**src/rtl/chan_pkg.sv**
```systemverilog
// Purpose : shared types and constants for the channel sequencer slice.
//           State encoding, error codes, status-byte bit positions, command
//           codes, watchdog limit and the registered-output bundle.
// Options : CHAN_WATCHDOG_EN (see chan_sequencer.sv) uses WD_TIMEOUT.
package chan_pkg;

    localparam logic [7:0]  CMD_WRITE  = 8'h01;
    localparam logic [7:0]  CMD_READ   = 8'h02;
    localparam logic [15:0] WD_TIMEOUT = 16'd1000;

    // Status byte bit positions
    localparam int ST_UC   = 6;
    localparam int ST_CE   = 5;
    localparam int ST_DE   = 4;
    localparam int ST_BUSY = 3;

    typedef enum logic [1:0] {
        ERR_OK      = 2'd0,
        ERR_NODEV   = 2'd1,
        ERR_ADDR    = 2'd2,
        ERR_TIMEOUT = 2'd3
    } err_e;

    typedef enum logic [3:0] {
        S_IDLE,
        S_SEL,
        S_ADDR,
        S_CMD,
        S_ISTAT,
        S_ISTAT_ACK,
        S_DATA,
        S_DATA_TX,
        S_DATA_ACK,
        S_DATA_STOP,
        S_FSTAT,
        S_FSTAT_ACK,
        S_END
    } state_e;

    // Every output of the sequencer lives in one register of this type.
    typedef struct packed {
        logic        busy;
        logic        done;
        logic [1:0]  err;
        logic [7:0]  status;
        logic [15:0] count;
        logic        tx_ready;
        logic [7:0]  rx_data;
        logic        rx_valid;
        logic [7:0]  bus_out;
        logic        hold;
        logic        select;
        logic        address;
        logic        command;
        logic        service;
    } chan_out_t;

    // Busy, or channel-end plus device-end, closes the CCW at initial status.
    function automatic logic status_ends(input logic [7:0] st);
        return st[ST_BUSY] | (st[ST_CE] & st[ST_DE]);
    endfunction

    function automatic logic is_data_cmd(input logic [7:0] c);
        return (c == CMD_WRITE) || (c == CMD_READ);
    endfunction

endpackage

```
**src/rtl/chan_sequencer_if.sv**
```systemverilog
// Purpose : channel "B" pins between the sequencer and a control unit.
// Signals : bus_out + outbound tags (operational/hold/select/address/
//           command/service) driven by the channel; bus_in + inbound tags
//           (operational/select/address/status/service) driven by the CU.
// Modports: master = channel side, slave = control-unit side.
interface chan_sequencer_if;
    logic [7:0] bus_out;
    logic       operational_out;
    logic       hold_out;
    logic       select_out;
    logic       address_out;
    logic       command_out;
    logic       service_out;

    logic [7:0] bus_in;
    logic       operational_in;
    logic       select_in;
    logic       address_in;
    logic       status_in;
    logic       service_in;

    modport master (
        output bus_out, operational_out, hold_out, select_out,
               address_out, command_out, service_out,
        input  bus_in, operational_in, select_in, address_in,
               status_in, service_in
    );

    modport slave (
        input  bus_out, operational_out, hold_out, select_out,
               address_out, command_out, service_out,
        output bus_in, operational_in, select_in, address_in,
               status_in, service_in
    );
endinterface

```
**src/rtl/chan_watchdog.sv**
```systemverilog
// Purpose : per-state wait counter; flags a wait that has lasted TIMEOUT
//           cycles. Only instantiated when CHAN_WATCHDOG_EN is defined.
// Ports   : clk, reset (sync, high); clear restarts the count (state
//           change); enable counts while in a wait state; expired is high on
//           the TIMEOUT-th cycle of one state.
module chan_watchdog
    import chan_pkg::*;
#(
    parameter logic [15:0] TIMEOUT = WD_TIMEOUT
) (
    input  logic clk,
    input  logic reset,
    input  logic clear,
    input  logic enable,
    output logic expired
);
    localparam logic [15:0] LAST = TIMEOUT - 16'd1;

    logic [15:0] cnt;

    always_ff @(posedge clk) begin
        if (reset || clear || !enable)
            cnt <= '0;
        else if (cnt != 16'hffff)
            cnt <= cnt + 16'd1;
    end

    // Independent of clear: clear is derived from the next state, which
    // itself depends on expired.
    assign expired = enable && (cnt >= LAST);
endmodule

```
**src/rtl/chan_sequencer.sv**
```systemverilog
// Purpose : channel-side sequencer; runs one complete CCW per start:
//           selection, command out, initial status, byte-wise WRITE/READ
//           data, stop, ending status.
// Ports   : clk, reset (sync, high)
//           host : start, dev_addr, cmd, limit -> busy, done, err, status,
//                  count
//           data : tx_data/tx_valid -> tx_ready (pulse); rx_data/rx_valid
//           ch   : chan_sequencer_if.master, channel bus and tags
// Options : CHAN_WATCHDOG_EN adds chan_watchdog; a wait state lasting
//           WD_TIMEOUT cycles aborts with err=3. Without it waits are
//           unbounded and err=3 never occurs.
module chan_sequencer
    import chan_pkg::*;
(
    input  logic               clk,
    input  logic               reset,
    input  logic               start,
    input  logic [7:0]         dev_addr,
    input  logic [7:0]         cmd,
    input  logic [15:0]        limit,
    output logic               busy,
    output logic               done,
    output logic [1:0]         err,
    output logic [7:0]         status,
    output logic [15:0]        count,
    input  logic [7:0]         tx_data,
    input  logic               tx_valid,
    output logic               tx_ready,
    output logic [7:0]         rx_data,
    output logic               rx_valid,
    chan_sequencer_if.master   ch
);

    state_e    state, state_nxt;
    chan_out_t q, d;
    logic      op_q;
    logic [7:0]  addr_q, cmd_q;
    logic [15:0] limit_q;
    logic      wd_expired;

`ifdef CHAN_WATCHDOG_EN
    chan_watchdog #(.TIMEOUT(WD_TIMEOUT)) u_wd (
        .clk     (clk),
        .reset   (reset),
        .clear   (state_nxt != state),
        .enable  (state != S_IDLE && state != S_END),
        .expired (wd_expired)
    );
`else
    assign wd_expired = 1'b0;
`endif

    // State register
    always_ff @(posedge clk) begin
        if (reset) state <= S_IDLE;
        else       state <= state_nxt;
    end

    // Next state
    always_comb begin
        state_nxt = state;
        case (state)
            S_IDLE:      if (start) state_nxt = S_SEL;
            S_SEL:       if (ch.operational_in) state_nxt = S_ADDR;
                         else if (ch.select_in)  state_nxt = S_END;
            S_ADDR:      if (ch.address_in)
                             state_nxt = (ch.bus_in != addr_q) ? S_END : S_CMD;
            S_CMD:       if (!ch.address_in) state_nxt = S_ISTAT;
            S_ISTAT:     if (ch.status_in) state_nxt = S_ISTAT_ACK;
            S_ISTAT_ACK: if (!ch.status_in) begin
                             if (status_ends(q.status))  state_nxt = S_END;
                             else if (is_data_cmd(cmd_q)) state_nxt = S_DATA;
                             else                         state_nxt = S_FSTAT;
                         end
            S_DATA:      if (ch.service_in) begin
                             if (q.count == limit_q)                   state_nxt = S_DATA_STOP;
                             else if (cmd_q == CMD_READ || tx_valid)  state_nxt = S_DATA_ACK;
                             else                                     state_nxt = S_DATA_TX;
                         end else if (ch.status_in) begin
                             // CU ended the transfer short
                             state_nxt = S_FSTAT;
                         end
            S_DATA_TX:   if (tx_valid) state_nxt = S_DATA_ACK;
            S_DATA_ACK:  if (!ch.service_in) state_nxt = S_DATA;
            S_DATA_STOP: if (!ch.service_in) state_nxt = S_FSTAT;
            S_FSTAT:     if (ch.status_in) state_nxt = S_FSTAT_ACK;
            S_FSTAT_ACK: if (!ch.status_in) state_nxt = S_END;
            S_END:       state_nxt = S_IDLE;
            default:     state_nxt = S_IDLE;
        endcase
        if (wd_expired) state_nxt = S_END;
    end

    // Next value of every registered output
    always_comb begin
        d          = q;
        d.done     = 1'b0;
        d.tx_ready = 1'b0;
        d.rx_valid = 1'b0;
        case (state)
            S_IDLE: if (start) begin
                d.busy    = 1'b1;
                d.err     = ERR_OK;
                d.status  = '0;
                d.count   = '0;
                d.bus_out = dev_addr;
                d.address = 1'b1;
                d.hold    = 1'b1;
                d.select  = 1'b1;
            end
            S_SEL: begin
                if (ch.operational_in)  d.address = 1'b0;
                else if (ch.select_in)  d.err     = ERR_NODEV;
            end
            S_ADDR: if (ch.address_in) begin
                if (ch.bus_in != addr_q) begin
                    d.err = ERR_ADDR;
                end else begin
                    d.bus_out = cmd_q;
                    d.command = 1'b1;
                end
            end
            S_CMD: if (!ch.address_in) d.command = 1'b0;
            S_ISTAT, S_FSTAT: if (ch.status_in) begin
                d.status  = ch.bus_in;
                d.service = 1'b1;
            end
            S_ISTAT_ACK, S_FSTAT_ACK: if (!ch.status_in) d.service = 1'b0;
            S_DATA: if (ch.service_in) begin
                if (q.count == limit_q) begin
                    d.command = 1'b1;   // stop
                end else if (cmd_q == CMD_READ) begin
                    d.rx_data  = ch.bus_in;
                    d.rx_valid = 1'b1;
                    d.service  = 1'b1;
                end else if (tx_valid) begin
                    d.bus_out  = tx_data;
                    d.tx_ready = 1'b1;
                    d.service  = 1'b1;
                end
            end
            S_DATA_TX: if (tx_valid) begin
                d.bus_out  = tx_data;
                d.tx_ready = 1'b1;
                d.service  = 1'b1;
            end
            S_DATA_ACK: if (!ch.service_in) begin
                d.service = 1'b0;
                if (q.count != limit_q) d.count = q.count + 16'd1;
            end
            S_DATA_STOP: if (!ch.service_in) d.command = 1'b0;
            default: ;
        endcase
        if (wd_expired) d.err = ERR_TIMEOUT;
        // Entering END always releases the interface and signals completion.
        if (state_nxt == S_END) begin
            d.hold    = 1'b0;
            d.select  = 1'b0;
            d.address = 1'b0;
            d.command = 1'b0;
            d.service = 1'b0;
            d.busy    = 1'b0;
            d.done    = 1'b1;
        end
    end

    // Output and request registers
    always_ff @(posedge clk) begin
        if (reset) begin
            q       <= '0;
            op_q    <= 1'b0;
            addr_q  <= '0;
            cmd_q   <= '0;
            limit_q <= '0;
        end else begin
            q    <= d;
            op_q <= 1'b1;
            if (state == S_IDLE && start) begin
                addr_q  <= dev_addr;
                cmd_q   <= cmd;
                limit_q <= limit;
            end
        end
    end

    assign busy     = q.busy;
    assign done     = q.done;
    assign err      = q.err;
    assign status   = q.status;
    assign count    = q.count;
    assign tx_ready = q.tx_ready;
    assign rx_data  = q.rx_data;
    assign rx_valid = q.rx_valid;

    assign ch.bus_out         = q.bus_out;
    assign ch.operational_out = op_q;
    assign ch.hold_out        = q.hold;
    assign ch.select_out      = q.select;
    assign ch.address_out     = q.address;
    assign ch.command_out     = q.command;
    assign ch.service_out     = q.service;
endmodule

```
**src/flat_wrapper.sv**
```systemverilog
// flat-port wrapper written by rule: the top's interface ports become plain ports
module chan_sequencer_flat import chan_pkg::*;
  (clk, reset, start, dev_addr, cmd, limit, busy, done, err, status, count, tx_data, tx_valid, tx_ready, rx_data, rx_valid, ch_bus_out, ch_operational_out, ch_hold_out, ch_select_out, ch_address_out, ch_command_out, ch_service_out, ch_bus_in, ch_operational_in, ch_select_in, ch_address_in, ch_status_in, ch_service_in);
  chan_sequencer_if ch_i ();
  input  logic clk;
  input  logic reset;
  input  logic start;
  input  logic [7:0] dev_addr;
  input  logic [7:0] cmd;
  input  logic [15:0] limit;
  output logic busy;
  output logic done;
  output logic [1:0] err;
  output logic [7:0] status;
  output logic [15:0] count;
  input  logic [7:0] tx_data;
  input  logic tx_valid;
  output logic tx_ready;
  output logic [7:0] rx_data;
  output logic rx_valid;
  output wire logic [$bits(ch_i.bus_out)-1:0] ch_bus_out;
  output wire logic [$bits(ch_i.operational_out)-1:0] ch_operational_out;
  output wire logic [$bits(ch_i.hold_out)-1:0] ch_hold_out;
  output wire logic [$bits(ch_i.select_out)-1:0] ch_select_out;
  output wire logic [$bits(ch_i.address_out)-1:0] ch_address_out;
  output wire logic [$bits(ch_i.command_out)-1:0] ch_command_out;
  output wire logic [$bits(ch_i.service_out)-1:0] ch_service_out;
  input wire logic [$bits(ch_i.bus_in)-1:0] ch_bus_in;
  input wire logic [$bits(ch_i.operational_in)-1:0] ch_operational_in;
  input wire logic [$bits(ch_i.select_in)-1:0] ch_select_in;
  input wire logic [$bits(ch_i.address_in)-1:0] ch_address_in;
  input wire logic [$bits(ch_i.status_in)-1:0] ch_status_in;
  input wire logic [$bits(ch_i.service_in)-1:0] ch_service_in;
  assign ch_bus_out = ch_i.bus_out;
  assign ch_operational_out = ch_i.operational_out;
  assign ch_hold_out = ch_i.hold_out;
  assign ch_select_out = ch_i.select_out;
  assign ch_address_out = ch_i.address_out;
  assign ch_command_out = ch_i.command_out;
  assign ch_service_out = ch_i.service_out;
  assign ch_i.bus_in = ch_bus_in;
  assign ch_i.operational_in = ch_operational_in;
  assign ch_i.select_in = ch_select_in;
  assign ch_i.address_in = ch_address_in;
  assign ch_i.status_in = ch_status_in;
  assign ch_i.service_in = ch_service_in;
  chan_sequencer u_core (.clk(clk), .reset(reset), .start(start), .dev_addr(dev_addr), .cmd(cmd), .limit(limit), .busy(busy), .done(done), .err(err), .status(status), .count(count), .tx_data(tx_data), .tx_valid(tx_valid), .tx_ready(tx_ready), .rx_data(rx_data), .rx_valid(rx_valid), .ch(ch_i));
endmodule
```
**config.mk**
```make
export PLATFORM = sky130hd
export DESIGN_NAME = chan_sequencer_flat
export DESIGN_NICKNAME = d
export VERILOG_FILES = /design/src/rtl/chan_pkg.sv /design/src/rtl/chan_sequencer_if.sv /design/src/rtl/chan_watchdog.sv /design/src/rtl/chan_sequencer.sv /design/src/flat_wrapper.sv
export SDC_FILE = /design/constraint.sdc
export NUM_CORES = 1
export LEC_CHECK = 0
export ABC_CLOCK_PERIOD_IN_PS = 2900
export CAP_MARGIN = 5
export CORE_UTILIZATION = 45
export CTS_BUF_LIST = sky130_fd_sc_hd__clkbuf_16
export CTS_CLUSTER_SIZE = 14
export DETAILED_ROUTE_END_ITERATION = 7
export GPL_TIMING_DRIVEN = 0
export PLACE_DENSITY = 0.82
export SLEW_MARGIN = 40
export SYNTH_ARGS = -nofsm -noshare
export SYNTH_HDL_FRONTEND = slang
export SYNTH_SLANG_ARGS = --single-unit
```
**constraint.sdc**
```tcl
create_clock -name clk -period 2.9 [get_ports clk]
set_input_delay 0.725 -clock clk [delete_from_list [all_inputs] [get_ports clk]]
set_output_delay 0.725 -clock clk [all_outputs]
set_load 0.01 [all_outputs]
```
==> metrics.md <==
| Metric | Value |
|---|---|
| Critical path type | `input pin to flip-flop` |
| Simple-Gate Fraction of Synth Area | `a little under a quarter` |
| Largest net degree at the start of global routing | `16` |
| Post-synth EDFFs | `0` |
| CTS Root Cell | `clkbuf_16` |
| Synthesized netlist cell count | `about 550` |
| Type of origin of the critical path | `input pin` |
| Post-CTS Setup Bufs | `0` |
| Sinks on Clock Net | `between 80 and 90` |
| Starting Density | `a little under half` |
| Pins Over Slew Limit | `0` |
| Normalized max-slew margin | `between 40% and 50%` |
| CTS Buf Count | `9` |
| 1st-iter DRT viols | `~390` |
| Top_reg_cell synth | `dfxtp_1` |
| Switching share of power | `around two fifths` |
| Via-to-Cell Ratio | `about 5.9` |
| Flop pwr share | `between 30% and 40%` |
| Pwr Total | `about 5.0 mW` |
| Flop2flop setup slack | `~0.35 ns` |
| Hold-fix buffers, CTS | `0` |
| Combinational share of power | `a little under half` |
| RSZ-0062 raised after global routing | `false` |
| Maxcap violations | `0` |
| Net count, final | `between 700 and 800` |
| Most frequent cells in the layout | `clkdlybuf4s50_1 (106), nand2_1 (100), a21oi_1 (89)` |
| Final Worst Setup Slack | `0.134 ns` |
| Overall die height | `slightly above 100 um` |
| I/O pin count | `109` |
| Share of cells above drive strength 1 | `under 10%` |
| Crit Path Max Fanout | `4` |
| Syn nets | `612` |
| Status | `completed` |
| Multiplexer area fraction after synthesis | `2.28%` |
| First-pass GRT wire length | `between 20 and 25 mm` |
| Sw Pwr | `approximately 2.1 mW` |
| Most common cell after layout, fill and taps aside | `clkdlybuf4s50_1` |
| Main combinational cell family by area after synthesis | `compound AO/OA/AOI/OAI gates` |
| Antenna-violating nets left | `0` |
| Yosys warnings | `0` |
| Share of power burned in the clock network | `a little under a quarter` |
| Peak supply drop | `around 0.40 mV` |
| GRT Util Overall | `29.0%` |
| Post-synthesis sequential area ratio | `between 30% and 40%` |
| Worst slack at placement | `-0.496 ns` |
| GP Congestion | `between 0.9 and 1` |
| Setup Skew | `roughly 0.006 ns` |
| Die ar. | `between 0.01 and 0.015 mm2` |
| CP Data Required Time | `about 3.2 ns` |
| Final setup fails | `0` |
| Via Count | `between 4000 and 5000` |
| Design Area, Final | `about 0.006 mm2` |
| Row count | `35` |
| Worst Max-Slew Pin Slew | `roughly 0.77 ns` |
| Area grow syn2layout | `36.0%` |
| CTS tree | `done` |
| Seq cells post-synth | `86` |
| Post-synthesis compound-gate area fraction | `about a quarter` |
| CTS clk-pin slew, worst paths | `~0.070 ns` |
| Async S/R FF share, synth | `0%` |
| Synth Area in XOR/XNOR | `under 10%` |
| Hold Crit Class | `flip-flop to flip-flop` |
| Final HPWL DP | `10.6 mm` |
| Drt pass-1 iters | `5` |
| CORE AREA | `just over 0.009 mm2` |
| I/O Buffers | `roughly 110` |
| Maximum buffer depth of the clock tree | `2` |
| Clock latency on the worst-skew pair | `roughly 0.34 ns` |
| Internal Pwr Total | `just under 3 mW` |
| Max Clock Freq | `around 360 MHz` |
| P_leak | `about 2.1 nW` |
| Power density over the cells | `839 mW/mm2` |
| Adder and majority cell fraction of the synthesized area | `less than 1%` |
| DRC errors left | `0` |
| Routed WL per cell | `around 18 um` |
| Initial antenna violation count | `0` |
| Tmin final | `between 2 and 3 ns` |
| Syn_area_per_cell | `just under 8 um2` |
| DIE WIDTH | `101 um` |
| Synth unique cells | `just under 60` |
| FILL cells | `800` |
| H-tree levels | `3` |
| Routed WL | `14.3 mm` |
| Hold Fails Final Rpt | `0` |
| Placed cell area | `0.00563 mm2` |
| Final period util | `between 90% and 100%` |
| Cell area after synthesis | `about 0.0044 mm2` |
| Crit end category | `flip-flop` |
| Grt ovf | `0` |
| Critical Path AT | `~3.0 ns` |
| Vias in the first global route | `between 4000 and 5000` |
| Antenna cells | `0` |
per-stage QoR:
| step | cells | util [%] | hold WS (ns) | setup TNS, ns |
|---|---|---|---|---|
| after floorplan | 554 | - | 0.448 | 0 |
| after global placement | 789 | 60.2 | 0.455 | -4.49 |
| after detailed placement | 789 | 60.4 | 0.463 | -3.85 |
| after CTS | 805 | 63.8 | 0.471 | 0 |
| after global routing | 805 | 64.1 | 0.497 | 0 |
| final | 805 | 64.1 | 0.472 | 0 |
synthesized netlist by cell type, drive strengths merged (6+ instances only):
| cell type | count | area share, % |
|---|---|---|
| nand2 | 100 | 8.5 |
| a21oi | 91 | 11 |
| dfxtp | 86 | 39 |
| nor2 | 34 | 2.9 |
| clkbuf | 22 | 1.9 |
| o21ai | 22 | 2.5 |
| xnor2 | 17 | 3.4 |
| buf | 16 | 2.4 |
| nand3 | 14 | 1.6 |
| or3 | 12 | 1.7 |
| o31ai | 11 | 1.9 |
| a22oi | 10 | 1.7 |
| mux2i | 10 | 2.3 |
| xor2 | 10 | 2.0 |
| nor3 | 9 | 1.1 |
| a22o | 8 | 1.6 |
| inv | 8 | 0.68 |
| o211ai | 8 | 1.4 |
| nand4 | 7 | 1.1 |
| nor4 | 6 | 1.1 |
layout make-up:
| type | count | area (um2) | share of cell area, % |
|---|---|---|---|
| Inverter | 8 | 30.0 | 0.503 |
| Timing Repair Buffer | 106 | 1060 | 17.8 |
| Clock inverter | 7 | 72.6 | 1.21 |
| Multi-Input combinational cell | 422 | 2510 | 42.1 |
| Tap cell | 129 | 161 | 2.70 |
| Clock buffer | 9 | 225 | 3.77 |
| Sequential cell | 86 | 1720 | 28.8 |
| Buffer | 38 | 189 | 3.16 |
critical path, stage by stage:
cell	delay, ns
clkdlybuf4s50_1	0.49
xor2_1	0.22
nor4_4	0.42
a21oi_1	0.24
nor4_2	0.44
a32oi_2	0.25
nor3_1	0.24
worst paths after layout:
check / startpoint / depth (start not counted) / to
min reg2reg: u_core.limit_q[6] / 2 / u_core.limit_q[6]
max: ch_bus_in[3] / 7 / u_core.ch.command_out
max reg2reg: u_core.count[0] / 6 / u_core.ch.bus_out[0]
min: u_core.limit_q[6] / 2 / u_core.limit_q[6]
state kept, by name, indices dropped and copies added, names as in the netlist:
| register | count |
|---|---|
| u_core.rx_valid | 1 |
| u_core.rx_data | 8 |
| u_core.ch.command_out | 1 |
| u_core.cmd_q | 8 |
| u_core.ch.bus_out | 8 |
| u_core.count | 16 |
| u_core.state | 4 |
| u_core.tx_ready | 1 |
| u_core.addr_q | 8 |
| u_core.busy | 1 |
| u_core.done | 1 |
| u_core.ch.address_out | 1 |
| u_core.err | 2 |
| u_core.ch.operational_out | 1 |
| u_core.limit_q | 16 |
| u_core.ch.service_out | 1 |
| u_core.status | 8 |
timing repair:
action	4_1_cts	5_1_grt
endpoints found under the setup margin	4	1
gates resized for setup	3	2
hold endpoints to repair	0	0
power groups by stage:
stage               Clock [mW]  Combinational, mW  Sequential [mW]
global placement             0               2.14             1.55
floorplan                    0               1.43             1.56
CTS                       1.17               2.22             1.54
detailed placement           0               2.18             1.57
global route              1.23               2.48             1.57
finish                    1.17               2.30             1.55
per-layer routing:
metal  vias up  track usage, %  part of all wire (%)  wire length, um
met3        23            4.65                   8.0             1150
li1       2212               -                     -                -
met4         0            9.92                   2.0              284
met1      2252            38.2                    42             6050
met5         -               0                     0                0
met2       235            48.5                    48             6840
logic make-up (layout without fill, tap and decap cells):
logic type | Yosys count | in the layout
AO/OA/AOI/OAI | 171 | 171
XOR/XNOR | 27 | 27
adder cells (fa/ha/maj) | 1 | 1
buffers and inverters | 46 | 168
flip-flops | 86 | 86
multiplexers | 10 | 10
AND/OR/NAND/NOR | 213 | 213
No activity file was read; power rests on OpenSTA's default activity.
